File: src/rtl/dec8b10b_lanes.sv
// Multi-lane 8b/10b decoder: RD chained lane 0 -> LANES-1, code/disparity errors, commas, saturating error count.
// Latency PIPE_IN+1 cycles from in_valid to out_valid; no backpressure, flags hold while idle.
module dec8b10b_lanes #(
    parameter int LANES     = 2,
    parameter int PIPE_IN   = 1,
    parameter int ERR_CNT_W = 8
) (
    input  logic                  clk,
    input  logic                  reset_L,
    input  logic                  in_valid,
    input  logic [10*LANES-1:0]   data_in,
    input  logic                  clr_cnt,
    output logic                  out_valid,
    output logic [8*LANES-1:0]    data_out,
    output logic [LANES-1:0]      k_out,
    output logic [LANES-1:0]      code_err,
    output logic [LANES-1:0]      disp_err,
    output logic [LANES-1:0]      comma,
    output logic                  rd_out,
    output logic [ERR_CNT_W-1:0]  err_cnt
);

    typedef struct packed {
        logic       ok;
        logic       k;
        logic [7:0] dat;
    } dec_t;

    typedef struct packed {
        logic       ce;
        logic       de;
        logic       k;
        logic       comma;
        logic [7:0] dat;
        logic       rd_end;
    } lane_t;

    // Sub-blocks are held a-first: six = {a,b,c,d,e,i}, four = {f,g,h,j}.
    function automatic logic [5:0] sym_six(input logic [9:0] s);
        return {s[0], s[1], s[2], s[3], s[4], s[5]};
    endfunction

    function automatic logic [3:0] sym_four(input logic [9:0] s);
        return {s[6], s[7], s[8], s[9]};
    endfunction

    function automatic logic rd_after6(input logic [5:0] s, input logic rd);
        logic [2:0] ones;
        ones = 3'($countones(s));
        if (ones > 3'd3)          return 1'b1;
        else if (ones < 3'd3)     return 1'b0;
        else if (s == 6'b000111)  return 1'b1;
        else if (s == 6'b111000)  return 1'b0;
        else                      return rd;
    endfunction

    function automatic logic rd_after4(input logic [3:0] f, input logic rd);
        logic [2:0] ones;
        ones = 3'($countones(f));
        if (ones > 3'd2)          return 1'b1;
        else if (ones < 3'd2)     return 1'b0;
        else if (f == 4'b0011)    return 1'b1;
        else if (f == 4'b1100)    return 1'b0;
        else                      return rd;
    endfunction

    // Decode assuming the symbol starts at disparity rd; ok only if legal in that column.
    function automatic dec_t decode_sym(input logic [9:0] sym, input logic rd);
        logic [5:0] six;
        logic [3:0] four;
        logic [4:0] x;
        logic [1:0] col;
        logic       k28, kx, rd6, ok4, kk;
        logic [2:0] y;
        dec_t       r;
        six  = sym_six(sym);
        four = sym_four(sym);
        k28  = 1'b0;
        case (six)
            6'b100111: {x, col} = {5'd0,  2'b10};
            6'b011000: {x, col} = {5'd0,  2'b01};
            6'b011101: {x, col} = {5'd1,  2'b10};
            6'b100010: {x, col} = {5'd1,  2'b01};
            6'b101101: {x, col} = {5'd2,  2'b10};
            6'b010010: {x, col} = {5'd2,  2'b01};
            6'b110001: {x, col} = {5'd3,  2'b11};
            6'b110101: {x, col} = {5'd4,  2'b10};
            6'b001010: {x, col} = {5'd4,  2'b01};
            6'b101001: {x, col} = {5'd5,  2'b11};
            6'b011001: {x, col} = {5'd6,  2'b11};
            6'b111000: {x, col} = {5'd7,  2'b10};
            6'b000111: {x, col} = {5'd7,  2'b01};
            6'b111001: {x, col} = {5'd8,  2'b10};
            6'b000110: {x, col} = {5'd8,  2'b01};
            6'b100101: {x, col} = {5'd9,  2'b11};
            6'b010101: {x, col} = {5'd10, 2'b11};
            6'b110100: {x, col} = {5'd11, 2'b11};
            6'b001101: {x, col} = {5'd12, 2'b11};
            6'b101100: {x, col} = {5'd13, 2'b11};
            6'b011100: {x, col} = {5'd14, 2'b11};
            6'b010111: {x, col} = {5'd15, 2'b10};
            6'b101000: {x, col} = {5'd15, 2'b01};
            6'b011011: {x, col} = {5'd16, 2'b10};
            6'b100100: {x, col} = {5'd16, 2'b01};
            6'b100011: {x, col} = {5'd17, 2'b11};
            6'b010011: {x, col} = {5'd18, 2'b11};
            6'b110010: {x, col} = {5'd19, 2'b11};
            6'b001011: {x, col} = {5'd20, 2'b11};
            6'b101010: {x, col} = {5'd21, 2'b11};
            6'b011010: {x, col} = {5'd22, 2'b11};
            6'b111010: {x, col} = {5'd23, 2'b10};
            6'b000101: {x, col} = {5'd23, 2'b01};
            6'b110011: {x, col} = {5'd24, 2'b10};
            6'b001100: {x, col} = {5'd24, 2'b01};
            6'b100110: {x, col} = {5'd25, 2'b11};
            6'b010110: {x, col} = {5'd26, 2'b11};
            6'b110110: {x, col} = {5'd27, 2'b10};
            6'b001001: {x, col} = {5'd27, 2'b01};
            6'b001110: {x, col} = {5'd28, 2'b11};
            6'b101110: {x, col} = {5'd29, 2'b10};
            6'b010001: {x, col} = {5'd29, 2'b01};
            6'b011110: {x, col} = {5'd30, 2'b10};
            6'b100001: {x, col} = {5'd30, 2'b01};
            6'b101011: {x, col} = {5'd31, 2'b10};
            6'b010100: {x, col} = {5'd31, 2'b01};
            6'b001111: begin {x, col} = {5'd28, 2'b10}; k28 = 1'b1; end
            6'b110000: begin {x, col} = {5'd28, 2'b01}; k28 = 1'b1; end
            default:   {x, col} = {5'd0, 2'b00};
        endcase
        rd6 = rd_after6(six, rd);
        kx  = x inside {5'd23, 5'd27, 5'd29, 5'd30};
        kk  = k28;
        y   = 3'd0;
        ok4 = 1'b0;
        // 4b codes are keyed on the disparity entering the 4b sub-block.
        if (k28) begin
            if (rd6) begin
                case (four)
                    4'b0100: {y, ok4} = {3'd0, 1'b1};
                    4'b1001: {y, ok4} = {3'd1, 1'b1};
                    4'b0101: {y, ok4} = {3'd2, 1'b1};
                    4'b0011: {y, ok4} = {3'd3, 1'b1};
                    4'b0010: {y, ok4} = {3'd4, 1'b1};
                    4'b1010: {y, ok4} = {3'd5, 1'b1};
                    4'b0110: {y, ok4} = {3'd6, 1'b1};
                    4'b1000: {y, ok4} = {3'd7, 1'b1};
                    default: {y, ok4} = {3'd0, 1'b0};
                endcase
            end else begin
                case (four)
                    4'b1011: {y, ok4} = {3'd0, 1'b1};
                    4'b0110: {y, ok4} = {3'd1, 1'b1};
                    4'b1010: {y, ok4} = {3'd2, 1'b1};
                    4'b1100: {y, ok4} = {3'd3, 1'b1};
                    4'b1101: {y, ok4} = {3'd4, 1'b1};
                    4'b0101: {y, ok4} = {3'd5, 1'b1};
                    4'b1001: {y, ok4} = {3'd6, 1'b1};
                    4'b0111: {y, ok4} = {3'd7, 1'b1};
                    default: {y, ok4} = {3'd0, 1'b0};
                endcase
            end
        end else if (!rd6) begin
            case (four)
                4'b1011: {y, ok4} = {3'd0, 1'b1};
                4'b1001: {y, ok4} = {3'd1, 1'b1};
                4'b0101: {y, ok4} = {3'd2, 1'b1};
                4'b1100: {y, ok4} = {3'd3, 1'b1};
                4'b1101: {y, ok4} = {3'd4, 1'b1};
                4'b1010: {y, ok4} = {3'd5, 1'b1};
                4'b0110: {y, ok4} = {3'd6, 1'b1};
                4'b1110: {y, ok4} = {3'd7, 1'b1};
                4'b0111: begin
                    y   = 3'd7;
                    ok4 = kx || (x inside {5'd17, 5'd18, 5'd20});
                    kk  = kx;
                end
                default: {y, ok4} = {3'd0, 1'b0};
            endcase
        end else begin
            case (four)
                4'b0100: {y, ok4} = {3'd0, 1'b1};
                4'b1001: {y, ok4} = {3'd1, 1'b1};
                4'b0101: {y, ok4} = {3'd2, 1'b1};
                4'b0011: {y, ok4} = {3'd3, 1'b1};
                4'b0010: {y, ok4} = {3'd4, 1'b1};
                4'b1010: {y, ok4} = {3'd5, 1'b1};
                4'b0110: {y, ok4} = {3'd6, 1'b1};
                4'b0001: {y, ok4} = {3'd7, 1'b1};
                4'b1000: begin
                    y   = 3'd7;
                    ok4 = kx || (x inside {5'd11, 5'd13, 5'd14});
                    kk  = kx;
                end
                default: {y, ok4} = {3'd0, 1'b0};
            endcase
        end
        r.ok  = (rd ? col[0] : col[1]) && ok4;
        r.k   = kk;
        r.dat = {y, x};
        return r;
    endfunction

    function automatic lane_t lane_dec(input logic [9:0] sym, input logic rd);
        dec_t  dn, dp, dsel;
        lane_t r;
        dn      = decode_sym(sym, 1'b0);
        dp      = decode_sym(sym, 1'b1);
        dsel    = dn.ok ? dn : dp;
        r.ce    = !dn.ok && !dp.ok;
        r.de    = !r.ce && !(rd ? dp.ok : dn.ok);
        r.k     = !r.ce && dsel.k;
        r.dat   = r.ce ? 8'h00 : dsel.dat;
        r.comma = r.k && (dsel.dat[4:0] == 5'd28) &&
                  (dsel.dat[7:5] inside {3'd1, 3'd5, 3'd7});
        // Error symbols still move RD so the checker follows the line.
        r.rd_end = rd_after4(sym_four(sym), rd_after6(sym_six(sym), rd));
        return r;
    endfunction

    logic                 dec_vld;
    logic [10*LANES-1:0]  dec_dat;

    generate
        if (PIPE_IN != 0) begin : g_pipe
            logic                vld_q;
            logic [10*LANES-1:0] dat_q;
            always_ff @(posedge clk or negedge reset_L) begin
                if (!reset_L) begin
                    vld_q <= 1'b0;
                    dat_q <= '0;
                end else begin
                    vld_q <= in_valid;
                    if (in_valid) dat_q <= data_in;
                end
            end
            assign dec_vld = vld_q;
            assign dec_dat = dat_q;
        end else begin : g_direct
            assign dec_vld = in_valid;
            assign dec_dat = data_in;
        end
    endgenerate

    logic [8*LANES-1:0] data_d;
    logic [LANES-1:0]   k_d, ce_d, de_d, comma_d;
    logic               rd_d;

    always_comb begin
        lane_t res;
        logic  rd_run;
        data_d  = '0;
        k_d     = '0;
        ce_d    = '0;
        de_d    = '0;
        comma_d = '0;
        rd_run  = rd_out;
        for (int n = 0; n < LANES; n++) begin
            res             = lane_dec(dec_dat[10*n +: 10], rd_run);
            data_d[8*n +: 8] = res.dat;
            k_d[n]          = res.k;
            ce_d[n]         = res.ce;
            de_d[n]         = res.de;
            comma_d[n]      = res.comma;
            rd_run          = res.rd_end;
        end
        rd_d = rd_run;
    end

    logic [8*LANES-1:0]   data_q;
    logic [LANES-1:0]     k_q, ce_q, de_q, comma_q;
    logic                 vld_q, rd_q;
    logic [ERR_CNT_W-1:0] cnt_q;

    always_ff @(posedge clk or negedge reset_L) begin
        if (!reset_L) begin
            vld_q   <= 1'b0;
            data_q  <= '0;
            k_q     <= '0;
            ce_q    <= '0;
            de_q    <= '0;
            comma_q <= '0;
            rd_q    <= 1'b0;
            cnt_q   <= '0;
        end else begin
            vld_q <= dec_vld;
            if (dec_vld) begin
                data_q  <= data_d;
                k_q     <= k_d;
                ce_q    <= ce_d;
                de_q    <= de_d;
                comma_q <= comma_d;
                rd_q    <= rd_d;
            end
            if (clr_cnt)
                cnt_q <= '0;
            else if (dec_vld && |(ce_d | de_d) && (cnt_q != {ERR_CNT_W{1'b1}}))
                cnt_q <= cnt_q + 1'b1;
        end
    end

    assign out_valid = vld_q;
    assign data_out  = data_q;
    assign k_out     = k_q;
    assign code_err  = ce_q;
    assign disp_err  = de_q;
    assign comma     = comma_q;
    assign rd_out    = rd_q;
    assign err_cnt   = cnt_q;

endmodule

File: config.mk
export PLATFORM = sky130hd
export DESIGN_NAME = dec8b10b_lanes
export DESIGN_NICKNAME = d
export VERILOG_FILES = /design/src/rtl/dec8b10b_lanes.sv
export SDC_FILE = /design/constraint.sdc
export NUM_CORES = 1
export LEC_CHECK = 0
export BUFFER_PORTS_ARGS = -buffer_cell sky130_fd_sc_hd__buf_2
export CORE_MARGIN = 1
export CORE_UTILIZATION = 50
export DETAILED_ROUTE_END_ITERATION = 6
export MAX_ROUTING_LAYER = met4
export PLACE_DENSITY_LB_ADDON = 0.15
export SLEW_MARGIN = 5
export SYNTH_ARGS = -nofsm -noshare
export SYNTH_HDL_FRONTEND = slang
export SYNTH_SLANG_ARGS = --single-unit
File: constraint.sdc
create_clock -name clk -period 5 [get_ports clk]
set_input_delay 0 -clock clk [delete_from_list [all_inputs] [get_ports clk]]
set_output_delay 0 -clock clk [all_outputs]
set_load 0.02 [all_outputs]
==> flow_metrics.env <==
export IMPL_status="finished, final reports clean"
export IMPL_initial_core_util=0.520
export IMPL_tritoncts="yes"
export IMPL_drc_errors=0
export IMPL_synth_fa_ha_area_frac=0.0900
export IMPL_hold_path_class="in -> reg"
export IMPL_synth_async_reset_ratio=1.00
export IMPL_port_buffers=57
export IMPL_finalCriticalPeriod_ns=4.73
export IMPL_setup_tns_final_ns=0
export IMPL_irDropWorstVdd_v=0.000192
export IMPL_synth_top_family_by_area="compound AO/OA/AOI/OAI gates"
export IMPL_die_w_um=117
export IMPL_syn_area_per_cell_um2=7.88
export IMPL_clock_skew_ns=0.00518
export IMPL_rows=41
export IMPL_setup_viol=0
export IMPL_core_area_um2=12800
export IMPL_syn_nets=910
export IMPL_ys_seq_elements=55
export IMPL_dpl_instance_area_um2=6920
export IMPL_yosysTopAreaCell="dfrtp_1"
export IMPL_worstPathCellList="fa_1 -> inv_1 -> fa_1 -> inv_1 -> ha_1 -> fa_1 -> nand2_1 -> o31ai_4 -> mux2i_1 -> a211o_1 -> o31ai_1 -> inv_1 -> o2111ai_1 -> a22oi_2 -> buf_4 -> or4_1 -> a21oi_1"
export IMPL_layout_drive_gt1_share=0.128
export IMPL_synthFlopType="dfrtp_1"
export IMPL_die_area_um2=13800
export IMPL_sequentialPowerShare=0.259
export IMPL_grt_ovfl_total=0
export IMPL_synth_edf_count=0
export IMPL_grt_pass1_vias=6332
export IMPL_clock_latency_ns=0.31
export IMPL_post_route_period_util=0.945
export IMPL_synth_compound_area_frac=0.317
export IMPL_gp_congestion=0.954
export IMPL_fmaxAchievable_mhz=212
export IMPL_wl_per_cell_um=18.3
export IMPL_detailed_place_hpwl_um=13900
export IMPL_fin_area_um2=7310
export IMPL_tightestPinTransition_ns=0.786
export IMPL_drt_vias_per_instance=6.41
export IMPL_critPathLaunch="dec_dat[0]$_DFFE_PN0P_"
export IMPL_synthCells=843
export IMPL_synth_area_um2=6650
export IMPL_synth_xor_area_frac=0.0171
export IMPL_netSwitchingFraction=0.471
export IMPL_critical_path_class="reg -> reg"
export IMPL_power_switching_mw=1.06
export IMPL_syn2layout_area_growth_pct=10.0
export IMPL_grt_pass1_wl_um=31300
export IMPL_path_max_fanout=11
export IMPL_synth_warnings=0
export IMPL_cts_max_path_buffers=2
export IMPL_endpoint_kind="register"
export IMPL_vias=6797
export IMPL_clkTransAtPathRegs_ns=0.08
export IMPL_leakagePower_nw=3.05
export IMPL_grt_max_degree=56
export IMPL_path_buf_inv=4
export IMPL_finalWirelength_um=19400
export IMPL_intPower_mw=1.19
export IMPL_clockPowerShare=0.170
export IMPL_io_pins=58
export IMPL_hold_start="in_valid"
export IMPL_worstSetupStartpointType="register"
export IMPL_max_cap_violations=0
export IMPL_drt_iter0_markers=618
export IMPL_antenna_cells=0
export IMPL_die_h_um=117
export IMPL_slowest_delay_ns=0.55
export IMPL_path_delay_family="adder cells"
export IMPL_worstPathArrival_ns=4.96
export IMPL_synth_area_leaders="dfrtp_1, o21ai_0, ha_1"
export IMPL_rsz0062_at_grt="false"
export IMPL_ant_nets=0
export IMPL_antenna_found_initial=0
export IMPL_power_density_nw_per_um2=308
export IMPL_synth_cell_types=99
export IMPL_cts_sinks=55
export IMPL_nets=954
export IMPL_muxShareOfSynthArea=0.0493
export IMPL_ys_seq_area_frac=0.207
export IMPL_cts_buffers=5
export IMPL_hold_viol=0
export IMPL_cp_required_ns=5.24
export IMPL_slew_headroom=0.469
export IMPL_drv_slew=0
export IMPL_htreeDepth=2
export IMPL_grt_use_total=0.297
export IMPL_cts_root_buf="clkbuf_16"
export IMPL_reg2reg_from="dec_dat[0]$_DFFE_PN0P_"
export IMPL_synthSimpleGateAreaFrac=0.246
export IMPL_cpMaxStageDelayCell="fa_1"
export IMPL_power_frac_comb=0.571
export IMPL_netlist_area_leader_share=0.207
export IMPL_drtPass1Iterations=7
export IMPL_nFillCells=1176
-- stage by stage --
stage                     setup WS (ns)  total power, mW  hold slack [ns]  utilization  cells
final                             0.273             2.25            0.141        0.572   1060
after global routing             0.0504             2.41            0.176        0.572   1060
after floorplan                   0.758             1.52           -0.296            -    843
after CTS                         0.223             2.23            0.134        0.571   1057
after global placement            0.445             1.81            0.185        0.541   1027
after detailed placement          0.290             1.83            0.201        0.541   1027
-- synthesized netlist by cell type (13+ instances only) --
cell type	instances
o21ai_0	90
ha_1	35
o2bb2ai_1	17
dfrtp_1	55
or3_1	13
a21oi_1	33
nor2b_1	15
nand3_1	28
nor2_1	49
nand2_1	87
clkbuf_1	31
nor3_1	22
mux2i_1	20
nand2b_1	19
a31oi_1	13
inv_1	37
-- worst reg2reg max path: stages (launching register included) --
cell and delay, ns:
dfrtp_1 0.43, fa_1 0.54, inv_1 0.05, fa_1 0.48
inv_1 0.05, ha_1 0.19, fa_1 0.55, nand2_1 0.12
o31ai_4 0.41, mux2i_1 0.14, a211o_1 0.31, o31ai_1 0.14
inv_1 0.17, o2111ai_1 0.17, a22oi_2 0.08, buf_4 0.18
or4_1 0.50, a21oi_1 0.15
-- sequential cells by signal (all words and copies together), names as in the netlist, 2 cells and up --
| register | flops |
|---|---|
| code_err | 2 |
| disp_err | 2 |
| k_out | 2 |
| dec_dat | 20 |
| data_out | 16 |
| comma | 2 |
| err_cnt | 8 |
-- cell usage in the layout, fill, tap and decap left out, types with 8 or more instances in the layout --
cell	n
o2111ai_1	8
inv_1	37
a31oi_1	13
o2bb2ai_1	17
or3_1	13
nor2_1	49
and3b_1	8
o31ai_1	8
a21oi_1	33
nor3_1	22
mux2i_1	20
nand2_1	87
nand3_1	28
nor2b_1	15
buf_4	18
nand2b_1	19
ha_1	35
dlygate4sd3_1	22
nand3b_1	12
nand4_1	9
buf_2	57
fa_1	8
dfrtp_1	55
o21ai_0	90
-- final cells by class --
class | instances | area (um^2) | share of cell area
well taps | 172 | 215 | 0.0294
clock buffers | 5 | 125 | 0.0171
flip-flops and latches | 55 | 1380 | 0.188
clock inverters | 3 | 27.5 | 0.00376
multi-input cells | 689 | 4780 | 0.654
repair buffers | 97 | 641 | 0.0876
inverters | 39 | 146 | 0.0200
-- cell families (layout without fill, tap and decap cells) --
kind of cell	Yosys count	after routing
muxes	31	31
xor gates and xnor gates	13	13
adders and majority gates	43	43
AOI/OAI and AO/OA	292	292
DFF	55	55
buffers and inverters	99	144
and+or+nand+nor	310	310
-- per-layer routing --
metal	vias to the layer above	track usage	share of wire
li1	3236	-	-
met1	3250	0.368	0.44
met2	268	0.497	0.48
met3	43	0.0366	0.054
met4	0	0.104	0.025
met5	-	-	0
-- power groups by stage --
stage | Clock (mW) | Combinational, mW | Sequential [mW]
after floorplan | 0 | 0.884 | 0.641
after global placement | 0 | 1.22 | 0.587
after detailed placement | 0 | 1.24 | 0.592
after CTS | 0.392 | 1.26 | 0.583
after global routing | 0.407 | 1.40 | 0.596
final | 0.383 | 1.28 | 0.583
-- path summary, 6_finish.rpt --
path	to	slack, ns	cells past startpoint
min in group asynchronous	data_out[11]$_DFFE_PN0P_	0.38	3
max in group asynchronous	comma[0]$_DFFE_PN0P_	4.15	3
setup / recovery	err_cnt[4]$_DFFE_PN0P_	0.27	17
hold / removal	dec_vld$_DFF_PN0_	0.14	1
setup reg to reg	err_cnt[4]$_DFFE_PN0P_	0.27	17
hold reg to reg	code_err[1]$_DFFE_PN0P_	0.48	1
-- repair_timing --
item / in CTS / in global routing
endpoints found under the setup margin: 0 / 3
hold buffers: 22 / 0
buffers inserted: 0 / 3
hold endpoints to repair: 80 / 0
resized for setup: 0 / 0
Note: power is estimated with default switching activity, not from simulation.
